[config.mk]
export PLATFORM = sky130hd
export DESIGN_NAME = output_port_arbiter
export DESIGN_NICKNAME = d
export VERILOG_FILES = /design/src/rtl/router_pkg.sv /design/src/rtl/rr_pick.sv /design/src/rtl/output_port_arbiter.sv
export SDC_FILE = /design/constraint.sdc
export NUM_CORES = 1
export LEC_CHECK = 0
export BUFFER_PORTS_ARGS = -buffer_cell sky130_fd_sc_hd__buf_2
export CAP_MARGIN = 10
export CELL_PAD_IN_SITES_DETAIL_PLACEMENT = 1
export CELL_PAD_IN_SITES_GLOBAL_PLACEMENT = 2
export CORE_ASPECT_RATIO = 0.9
export CORE_MARGIN = 2
export CORE_UTILIZATION = 30
export CTS_BUF_LIST = sky130_fd_sc_hd__clkbuf_4
export DETAILED_ROUTE_END_ITERATION = 10
export PLACE_DENSITY_LB_ADDON = 0.08
export SETUP_SLACK_MARGIN = 0.3
export SLEW_MARGIN = 30
export SYNTH_ARGS = -nofsm -noshare
export SYNTH_HDL_FRONTEND = slang
export SYNTH_SLANG_ARGS = --single-unit
[constraint.sdc]
create_clock -name clk -period 1.68 [get_ports clk]
set_clock_uncertainty 0.1 [all_clocks]
set_input_delay 0.252 -clock clk [delete_from_list [all_inputs] [get_ports clk]]
set_output_delay 0.252 -clock clk [all_outputs]
set_load 0.005 [all_outputs]
[src/rtl/router_pkg.sv]
`default_nettype none
// ============================================================================
// Module   : router_pkg
// Brief    : Shared constants and types for the mesh router output stage:
//            port count, port-index names and the output arbiter state type.
// Revision : 1.0 - initial release
// ============================================================================
package router_pkg;

  // Number of router ports (four mesh directions plus the local port)
  localparam int NUM_PORTS = 5;

  // Port index assignment used throughout the router
  localparam int PORT_N = 0;
  localparam int PORT_E = 1;
  localparam int PORT_S = 2;
  localparam int PORT_W = 3;
  localparam int PORT_L = 4;

  // Output arbiter states: free to arbitrate, or wormhole-locked to one input
  typedef enum logic [0:0] {
    ARB_IDLE   = 1'b0,
    ARB_LOCKED = 1'b1
  } arb_state_t;

endpackage
`default_nettype wire

[src/rtl/rr_pick.sv]
`default_nettype none
// ============================================================================
// Module   : rr_pick
// Brief    : Combinational round-robin selector. Returns the first set request
//            at or after ptr, wrapping modulo NUM_IN, as a one-hot vector and a
//            binary index, plus an any-request flag.
// Revision : 1.0 - initial release
// ============================================================================
module rr_pick
  import router_pkg::*;
#(
  parameter int NUM_IN = NUM_PORTS
) (
  input  logic [NUM_IN-1:0]         req,
  input  logic [$clog2(NUM_IN)-1:0] ptr,
  output logic [NUM_IN-1:0]         pick,
  output logic [$clog2(NUM_IN)-1:0] idx,
  output logic                      any
);

  localparam int IW = $clog2(NUM_IN);

  logic [NUM_IN-1:0] w_mask_hi;  // positions at or above ptr
  logic [NUM_IN-1:0] w_req_hi;   // requests at or above ptr
  logic [NUM_IN-1:0] w_src;      // vector the lowest-bit search runs on

  // Mark every position at or above the current priority pointer
  always_comb begin
    w_mask_hi = '0;
    for (int i = 0; i < NUM_IN; i++) begin
      w_mask_hi[i] = (IW'(i) >= ptr);
    end
  end

  // Prefer requests at or above ptr; if none, wrap around to the full vector
  always_comb begin
    w_req_hi = req & w_mask_hi;
    w_src    = (|w_req_hi) ? w_req_hi : req;
    any      = |req;
  end

  // Lowest set bit of the selected vector; scanning downward lets the lowest win
  always_comb begin
    pick = '0;
    idx  = '0;
    for (int i = NUM_IN - 1; i >= 0; i--) begin
      if (w_src[i]) begin
        pick    = '0;
        pick[i] = 1'b1;
        idx     = IW'(i);
      end
    end
  end

endmodule
`default_nettype wire

[src/rtl/output_port_arbiter.sv]
`default_nettype none
// ============================================================================
// Module   : output_port_arbiter
// Brief    : Packet-level round-robin arbiter for one router output port.
//            Grants the link on a head flit, holds it (wormhole lock) until the
//            granted input's tail flit transfers, then rotates priority.
//            Optional stall watchdog enabled by defining ROUTER_ARB_TIMEOUT_EN,
//            which adds the timeout_err port.
// Revision : 1.0 - initial release
// ============================================================================
module output_port_arbiter
  import router_pkg::*;
#(
  parameter int NUM_IN      = NUM_PORTS,
  parameter int TIMEOUT_CYC = 64
) (
  input  logic                      clk,
  input  logic                      rst_n,
  input  logic [NUM_IN-1:0]         req_valid,
  input  logic [NUM_IN-1:0]         req_tail,
  input  logic                      out_ready,
  output logic [NUM_IN-1:0]         grant,
  output logic [$clog2(NUM_IN)-1:0] grant_idx,
  output logic                      busy,
  output logic                      fire
`ifdef ROUTER_ARB_TIMEOUT_EN
  ,
  output logic                      timeout_err
`endif
);

  localparam int IW = $clog2(NUM_IN);
  localparam logic [IW-1:0] c_LAST_IDX = IW'(NUM_IN - 1);

  // Reject configurations the pointer/index logic cannot represent
  if ((NUM_IN < 2) || (TIMEOUT_CYC < 1)) begin : g_cfg_check
    $error("output_port_arbiter: NUM_IN must be >= 2 and TIMEOUT_CYC >= 1");
  end

  arb_state_t        r_state;
  arb_state_t        w_state_nxt;
  logic [IW-1:0]     r_ptr;
  logic [IW-1:0]     w_ptr_nxt;
  logic [NUM_IN-1:0] w_pick;
  logic [IW-1:0]     w_pick_idx;
  logic              w_any;
  logic              w_tail_fire;
  logic              w_timeout;
  logic              w_release;

  rr_pick #(
    .NUM_IN (NUM_IN)
  ) u_rr_pick (
    .req  (req_valid),
    .ptr  (r_ptr),
    .pick (w_pick),
    .idx  (w_pick_idx),
    .any  (w_any)
  );

  // Priority moves to the input just after the winner, wrapping at the top
  assign w_ptr_nxt = (w_pick_idx == c_LAST_IDX) ? '0 : w_pick_idx + 1'b1;

  // The lock ends on the tail transfer or on a watchdog expiry
  assign w_release = w_tail_fire | w_timeout;

  // State register
  always_ff @(posedge clk or negedge rst_n) begin
    if (!rst_n) begin
      r_state <= ARB_IDLE;
    end else begin
      r_state <= w_state_nxt;
    end
  end

  // Next-state logic: lock on any request, unlock on release
  always_comb begin
    w_state_nxt = r_state;
    case (r_state)
      ARB_IDLE:   if (w_any)     w_state_nxt = ARB_LOCKED;
      ARB_LOCKED: if (w_release) w_state_nxt = ARB_IDLE;
      default:                   w_state_nxt = ARB_IDLE;
    endcase
  end

  // Transfer handshake: only the locked input may move a flit, never in IDLE
  always_comb begin
    fire        = (r_state == ARB_LOCKED) & (|(req_valid & grant)) & out_ready;
    w_tail_fire = fire & (|(req_tail & grant));
  end

  // Grant, index, busy and priority pointer registers
  always_ff @(posedge clk or negedge rst_n) begin
    if (!rst_n) begin
      grant     <= '0;
      grant_idx <= '0;
      busy      <= 1'b0;
      r_ptr     <= '0;
    end else if (r_state == ARB_IDLE) begin
      if (w_any) begin
        grant     <= w_pick;
        grant_idx <= w_pick_idx;
        busy      <= 1'b1;
        r_ptr     <= w_ptr_nxt;
      end
    end else if (w_release) begin
      grant     <= '0;
      grant_idx <= '0;
      busy      <= 1'b0;
    end
  end

`ifdef ROUTER_ARB_TIMEOUT_EN
  localparam int            c_CNT_W     = $clog2(TIMEOUT_CYC + 1);
  localparam logic [c_CNT_W-1:0] c_CNT_LIMIT = c_CNT_W'(TIMEOUT_CYC);

  logic [c_CNT_W-1:0] r_stall_cnt;

  // A locked output that has stalled TIMEOUT_CYC cycles is released next edge
  assign w_timeout = (r_state == ARB_LOCKED) & ~fire & (r_stall_cnt == c_CNT_LIMIT);

  // Stall counter: zero outside LOCKED and on every transfer; saturates at limit
  always_ff @(posedge clk or negedge rst_n) begin
    if (!rst_n) begin
      r_stall_cnt <= '0;
      timeout_err <= 1'b0;
    end else begin
      timeout_err <= w_timeout;
      if ((r_state != ARB_LOCKED) || fire) begin
        r_stall_cnt <= '0;
      end else if (r_stall_cnt != c_CNT_LIMIT) begin
        r_stall_cnt <= r_stall_cnt + 1'b1;
      end
    end
  end
`else
  assign w_timeout = 1'b0;
`endif

endmodule
`default_nettype wire

==> results of run 1 <==
worst paths after layout:
kind                                        endpoint  slack [ns]                 start  cells after the start
worst max-delay path                            fire       -0.12  grant[2]$_DFFE_PN0P_                      4
worst min-delay path               r_state$_DFF_PN0_        0.28                 rst_n                      2
worst max register to register  grant[2]$_DFFE_PN0P_       -0.04  grant[2]$_DFFE_PN0P_                      6
worst min register to register      busy$_DFFE_PN0P_        0.39      busy$_DFFE_PN0P_                      2
max in group asynchronous       r_ptr[0]$_DFFE_PN0P_        0.96                 rst_n                      2
min in group clk                r_ptr[0]$_DFFE_PN0P_        0.32          req_valid[1]                      4
stage by stage:
stage	std cells	area (µm²)	util	TNS, ns	hold WS (ns)
after global placement	116	836	0.383	0	0.0499
after CTS	128	993	0.455	-0.217	0.280
after global routing	130	1020	0.467	-0.668	0.305
final	130	1020	0.467	-0.268	0.280
after floorplan	68	707	-	0	-0.144
after detailed placement	116	836	0.383	0	0.0527
cell families after synthesis:
logic type             count (synthesis)
AO/OA/AOI/OAI                         27
AND/OR/NAND/NOR                       23
flip-flops                            12
buffers and inverters                  6
power breakdown:
group / switching [W] / total (W) / leakage (nW) / internal, W
Sequential: 0.000143 / 0.000560 / 0.146 / 0.000418
Combinational: 0.000434 / 0.000983 / 0.338 / 0.000549
Clock: 0.0000959 / 0.000179 / 0.0138 / 0.0000831
Total: 0.000673 / 0.00172 / 0.497 / 0.00105
per-layer routing:
| metal | up-vias | track usage | wire length [µm] |
|---|---|---|---|
| met5 | - | 0 | 0 |
| met2 | 24 | 0.299 | 1070 |
| met3 | 7 | 0.0485 | 113 |
| met4 | 0 | 0.0875 | 56 |
| li1 | 338 | - | - |
| met1 | 351 | 0.252 | 985 |
timing repair:
item,4_1_cts,5_1_grt
gates resized for setup,20,2
pin swaps,10,8
setup buffers,7,2
cloned,1,0
hold endpoints to repair,12,0
hold buffers,1,0
endpoints found under the setup margin,13,14
sequential cells by signal, summed over array words and instances (netlist names):
register and count:
grant 5, r_ptr 3, grant_idx 2, busy 1, r_state 1
layout make-up:
| cell class | instances | area share |
|---|---|---|
| well taps | 27 | 0.0331 |
| multi-input cells | 51 | 0.420 |
| flip-flops and latches | 12 | 0.298 |
| repair buffers | 34 | 0.216 |
| clock buffers | 3 | 0.0221 |
| inverters | 3 | 0.0110 |
critical path: stages, from the launching register on:
cell	delay [ns]
dfrtp_1	0.39
a222oi_1	0.41
a21o_1	0.20
inv_1	0.05
buf_2	0.12
cells in the final DEF (no fill, tap or decap), types with 2 or more instances in the layout:
master	n
buf_2	21
dfrtp_1	9
nand2_1	8
buf_4	8
a21o_1	5
a32o_1	5
buf_6	4
inv_1	3
nor2_1	3
and2_4	3
clkbuf_4	3
dfrtp_2	3
a222oi_1	2
a22oi_1	2
or2b_1	2
o21ai_0	2
nand2_2	2
a22o_4	2
==> results_dict.tcl, run 1 <==
set metrics [dict create \
    run_status "complete, but fails checks" \
    failed_checks "setup timing" \
    critPathKind "register to primary output" \
    crit_arrival_ns 1.45 \
    average_wire_per_cell_in_the_routed_design_um 17.1 \
    synth_cell_types 27 \
    rsz0062_at_grt "true" \
    die_w_um 54.6 \
    route.antenna.remaining_nets 0 \
    report.final.slew_viol_count 0 \
    tritoncts_clock_tree "built" \
    via_density 5.54 \
    synthMuxAreaShare 0 \
    place.gp.congestion 0.725 \
    placementRows 16 \
    totalPowerFinal_w 0.00172 \
    grt_max_degree 13 \
    gr-total-overflow 0 \
    clock_tree.htree_level_count 1 \
    flow.area_growth_from_synthesis_pct 47.6 \
    worstSetupEndpointType "primary output" \
    global_route_wire_length_before_repair_um 3710 \
    max_slew_margin 0.711 \
    synth_top_family_by_area "compound AO/OA/AOI/OAI gates" \
    total_number_of_yosys_warnings 0 \
    globalRouteTotalUtil 0.194 \
    route.final.wire_length_um 2220 \
    cts_made_buffers 3 \
    fp.dieArea_um2 2700 \
    clock-root-buffer "clkbuf_4" \
    final.min_clock_period_ns 1.80 \
    synth.area.top_cells "dfrtp_1 43%, a32o_1 7.2%, a21o_1 5.4%, nand2_1 5.4%, buf_6 3.3%" \
    required_time_of_the_worst_setup_path_ns 1.33 \
    detail_route.iter0.violations 12 \
    antenna_violations_before_repair 0 \
    num_io_pins 23 \
    report.final.setup_viol 8 \
    final-hold-violation-count 0 \
    timing.max_cap.violations 0 \
    period_utilization_post_route 1.07 \
    detailedPlacementHpwl_um 1510 \
    cellLeakagePower_nw 0.497 \
    ys_dominant_reg_cell "dfrtp_1" \
    netlist_area_um2 691 \
    worst-path-max-fanout 2 \
    ys_top_cells_by_count "12 x dfrtp_1, 10 x nand2_1, 5 x a21o_1, 5 x a32o_1, 4 x nor2_1" \
    irDropWorstVdd_v 0.000804 \
    setup_ws_ns -0.120 \
    syn_avg_cell_area_um2 10.2 \
    vias_in_the_first_global_route 740 \
    synthesis.instances 68 \
    route.vias.total 720 \
    dpl_worst_slack_ns 0.00809 \
    regArea_um2 304 \
    num_antenna_cells 0 \
    worst_pin_slew_ns 0.433 \
    remaining_drc_errors 0 \
    placeableCoreArea_um2 2180 \
    synth_enable_flop_cells 0 \
    synth.yosys.seq_area_share 0.435 \
    dieHeight_um 49.5 \
    synth_area_leader_cell "dfrtp_1" \
    clk-insertion-delay-late_ns 0.27 \
    compound_gate_portion_of_the_synthesized_area 0.317 \
    clkSlewWorstSetupHoldPaths_ns 0.07 \
    place.port_buffers 22 \
    final_layout_size_suffix_gt1_frac 0.544 \
    pwr_density_cell_nw_per_um2 1690 \
    drt_pre_antenna_iters 4 \
    fraction_of_synthesis_flops_using_an_asynchronous_set_or_reset_pin 1.00 \
    post_synth_fa_ha_maj_area_fraction 0 \
    synthXorXnorAreaFrac 0 \
    yosys.area_share.simple 0.188 \
    cts_max_path_buffers 2 \
    postSynthNetCount 81 \
    multi_input_area_um2 428 \
    synth_top_cell_area_share 0.435 \
    peak_clock_frequency_supported_by_timing_mhz 556 \
    cts.sinks 12 \
    start_kind "register" \
    finish.net_count 118 \
    synthMostInstantiatedCell "dfrtp_1" \
    yosys_register_bits 12 \
    num-fill-cells 268 \
    start_util 0.317 \
    hold_path_class "input pin to asynchronous set/reset pin" \
]
Note: power is estimated with default switching activity, not from simulation.
==> run 2, diff against run 1 <==
--- a/config.mk
+++ b/config.mk
@@ -7,11 +7,9 @@
 export LEC_CHECK = 0
 export BUFFER_PORTS_ARGS = -buffer_cell sky130_fd_sc_hd__buf_2
 export CAP_MARGIN = 10
-export CELL_PAD_IN_SITES_DETAIL_PLACEMENT = 1
-export CELL_PAD_IN_SITES_GLOBAL_PLACEMENT = 2
 export CORE_ASPECT_RATIO = 0.9
 export CORE_MARGIN = 2
-export CORE_UTILIZATION = 30
+export CORE_UTILIZATION = 40
 export CTS_BUF_LIST = sky130_fd_sc_hd__clkbuf_4
 export DETAILED_ROUTE_END_ITERATION = 10
 export PLACE_DENSITY_LB_ADDON = 0.08
==> results_dict.tcl, run 2 (synthesized netlist as in run 1, its figures left out) <==
set metrics [dict create \
    setup_ws_ns -0.0317 \
    grt.met2_usage 0.312 \
    final-hold-violation-count 0 \
    fin_setup_tns_ns -0.0317 \
    cts.sinks 12 \
    global_route_wire_length_before_repair_um 2950 \
    dieHeight_um 43.4 \
    hold_path_class "input pin to asynchronous set/reset pin" \
    gr-total-overflow 0 \
    clock_tree.htree_level_count 1 \
    via_density 5.48 \
    die_w_um 47.8 \
    run_status "complete, but fails checks" \
    clock-root-buffer "clkbuf_4" \
    regToRegSetupSlack_ns 0.04 \
    placeableCoreArea_um2 1650 \
    remaining_drc_errors 0 \
    grt_max_degree 13 \
    layout.core_utilization 0.616 \
    peak_clock_frequency_supported_by_timing_mhz 584 \
    start_util 0.419 \
    vias_in_the_first_global_route 673 \
    antenna_violations_before_repair 0 \
    clk-insertion-delay-late_ns 0.28 \
    required_time_of_the_worst_setup_path_ns 1.33 \
    num-fill-cells 161 \
    tritoncts_clock_tree "built" \
    largest_register_ff_count 5 \
    registers.top_by_ff_count "grant" \
    worstSetupEndpointType "primary output" \
    final_common_cell "buf_2" \
    rsz0062_at_grt "true" \
    clkSlewWorstSetupHoldPaths_ns 0.08 \
    average_wire_per_cell_in_the_routed_design_um 14.5 \
    groute.layer.met3.usage 0.0292 \
    worst-path-max-fanout 2 \
    place.port_buffers 22 \
    layout.cells.most_common_list "22 x buf_2, 10 x nand2_1, 9 x dfrtp_1" \
    grtUsageMet1 0.279 \
    dpl_worst_slack_ns 0.0204 \
    cts_max_path_buffers 2 \
    cell_internal_pwr_w 0.00104 \
    fp.dieArea_um2 2080 \
    share_comb_of_total_power 0.565 \
    final.min_clock_period_ns 1.71 \
    detail_route.iter0.violations 23 \
    regArea_um2 304 \
    globalRouteTotalUtil 0.204 \
    multi_input_area_um2 419 \
    timing.max_cap.violations 0 \
    cts_made_buffers 3 \
    clock_power_share 0.113 \
    irDropWorstVdd_v 0.000808 \
    busiest_layer "met2" \
    detailedPlacementHpwl_um 1270 \
    period_utilization_post_route 1.02 \
    critPathKind "register to primary output" \
    route.final.wire_length_um 1860 \
    failed_checks "setup timing" \
    flow.area_growth_from_synthesis_pct 46.7 \
    report.final.slew_viol_count 0 \
    route.vias.total 701 \
    drt_pre_antenna_iters 4 \
    route.antenna.remaining_nets 0 \
    report.final.setup_viol 1 \
    placementRows 14 \
    worst_pin_slew_ns 0.334 \
    finish.net_count 118 \
    p_switching_w 0.000633 \
    totalPowerFinal_w 0.00168 \
    max_slew_margin 0.777 \
    place.gp.congestion 0.808 \
    start_kind "register" \
    num_io_pins 23 \
    largestRegisters "grant (5), r_ptr (3), grant_idx (2)" \
    final_layout_size_suffix_gt1_frac 0.510 \
    pwr_density_cell_nw_per_um2 1650 \
    p_sw_frac 0.377 \
    crit_arrival_ns 1.36 \
    cellLeakagePower_nw 0.502 \
    num_antenna_cells 0 \
    power.sequential.fraction 0.321 \
]
-- run 2: cell count changes in the layout (fill, tap and decap cells not counted), sizes merged --
cell | previous run | this run
clkinv | 0 | 1
-- run 2: area by class of cell --
class,count,share of cell area
Clock buffer,3,0.0222
Multi-Input combinational cell,51,0.414
Sequential cell,12,0.300
Timing Repair Buffer,34,0.220
Tap cell,24,0.0296
Inverter,3,0.0111
Clock inverter,1,0.00370
-- run 2: worst paths after layout --
path	from	end	depth (start not counted)
hold reg to reg	busy$_DFFE_PN0P_	busy$_DFFE_PN0P_	2
max in group asynchronous	rst_n	r_ptr[0]$_DFFE_PN0P_	2
hold / removal	rst_n	grant[3]$_DFFE_PN0P_	2
setup reg to reg	grant[2]$_DFFE_PN0P_	grant[2]$_DFFE_PN0P_	6
setup / recovery	grant[2]$_DFFE_PN0P_	fire	4
min in group clk	req_valid[1]	r_ptr[0]$_DFFE_PN0P_	4
-- run 2: repair_timing --
item                                   4_1_cts  5_1_grt
endpoints found under the hold margin       12        0
setup buffers                                6        4
gates resized for setup                     15        2
gates cloned                                 1        0
setup endpoints to repair                   11       13
hold buffers                                 1        0
pin swaps                                    5        5
-- run 2: metal layers --
metal | vias up | routed length, µm
li1 | 338 | -
met1 | 346 | 850
met2 | 15 | 924
met3 | 2 | 70
met4 | 0 | 9
met5 | - | 0
-- run 2: worst max-delay path, cell delays in order (launching register included) --
cell	delay [ns]
dfrtp_1	0.39
a222oi_1	0.36
a21o_1	0.18
inv_1	0.04
buf_2	0.11
-- run 2: power groups by stage --
stage	clock network, W	registers (W)	logic [W]
detailed placement	0	0.000553	0.000649
CTS	0.000197	0.000540	0.000870
floorplan	0	0.000531	0.000504
global placement	0	0.000551	0.000642
global route	0.000208	0.000559	0.00103
finish	0.000190	0.000539	0.000948
-- run 2: stage by stage --
step / instance area, µm² / instances / hold WS, ns
2_1_floorplan: 707 / 68 / -0.144
3_3_place_gp: 825 / 112 / 0.0472
3_5_place_dp: 825 / 112 / 0.0465
4_1_cts: 972 / 124 / 0.276
5_1_grt: 1010 / 128 / 0.318
6_report: 1010 / 128 / 0.300
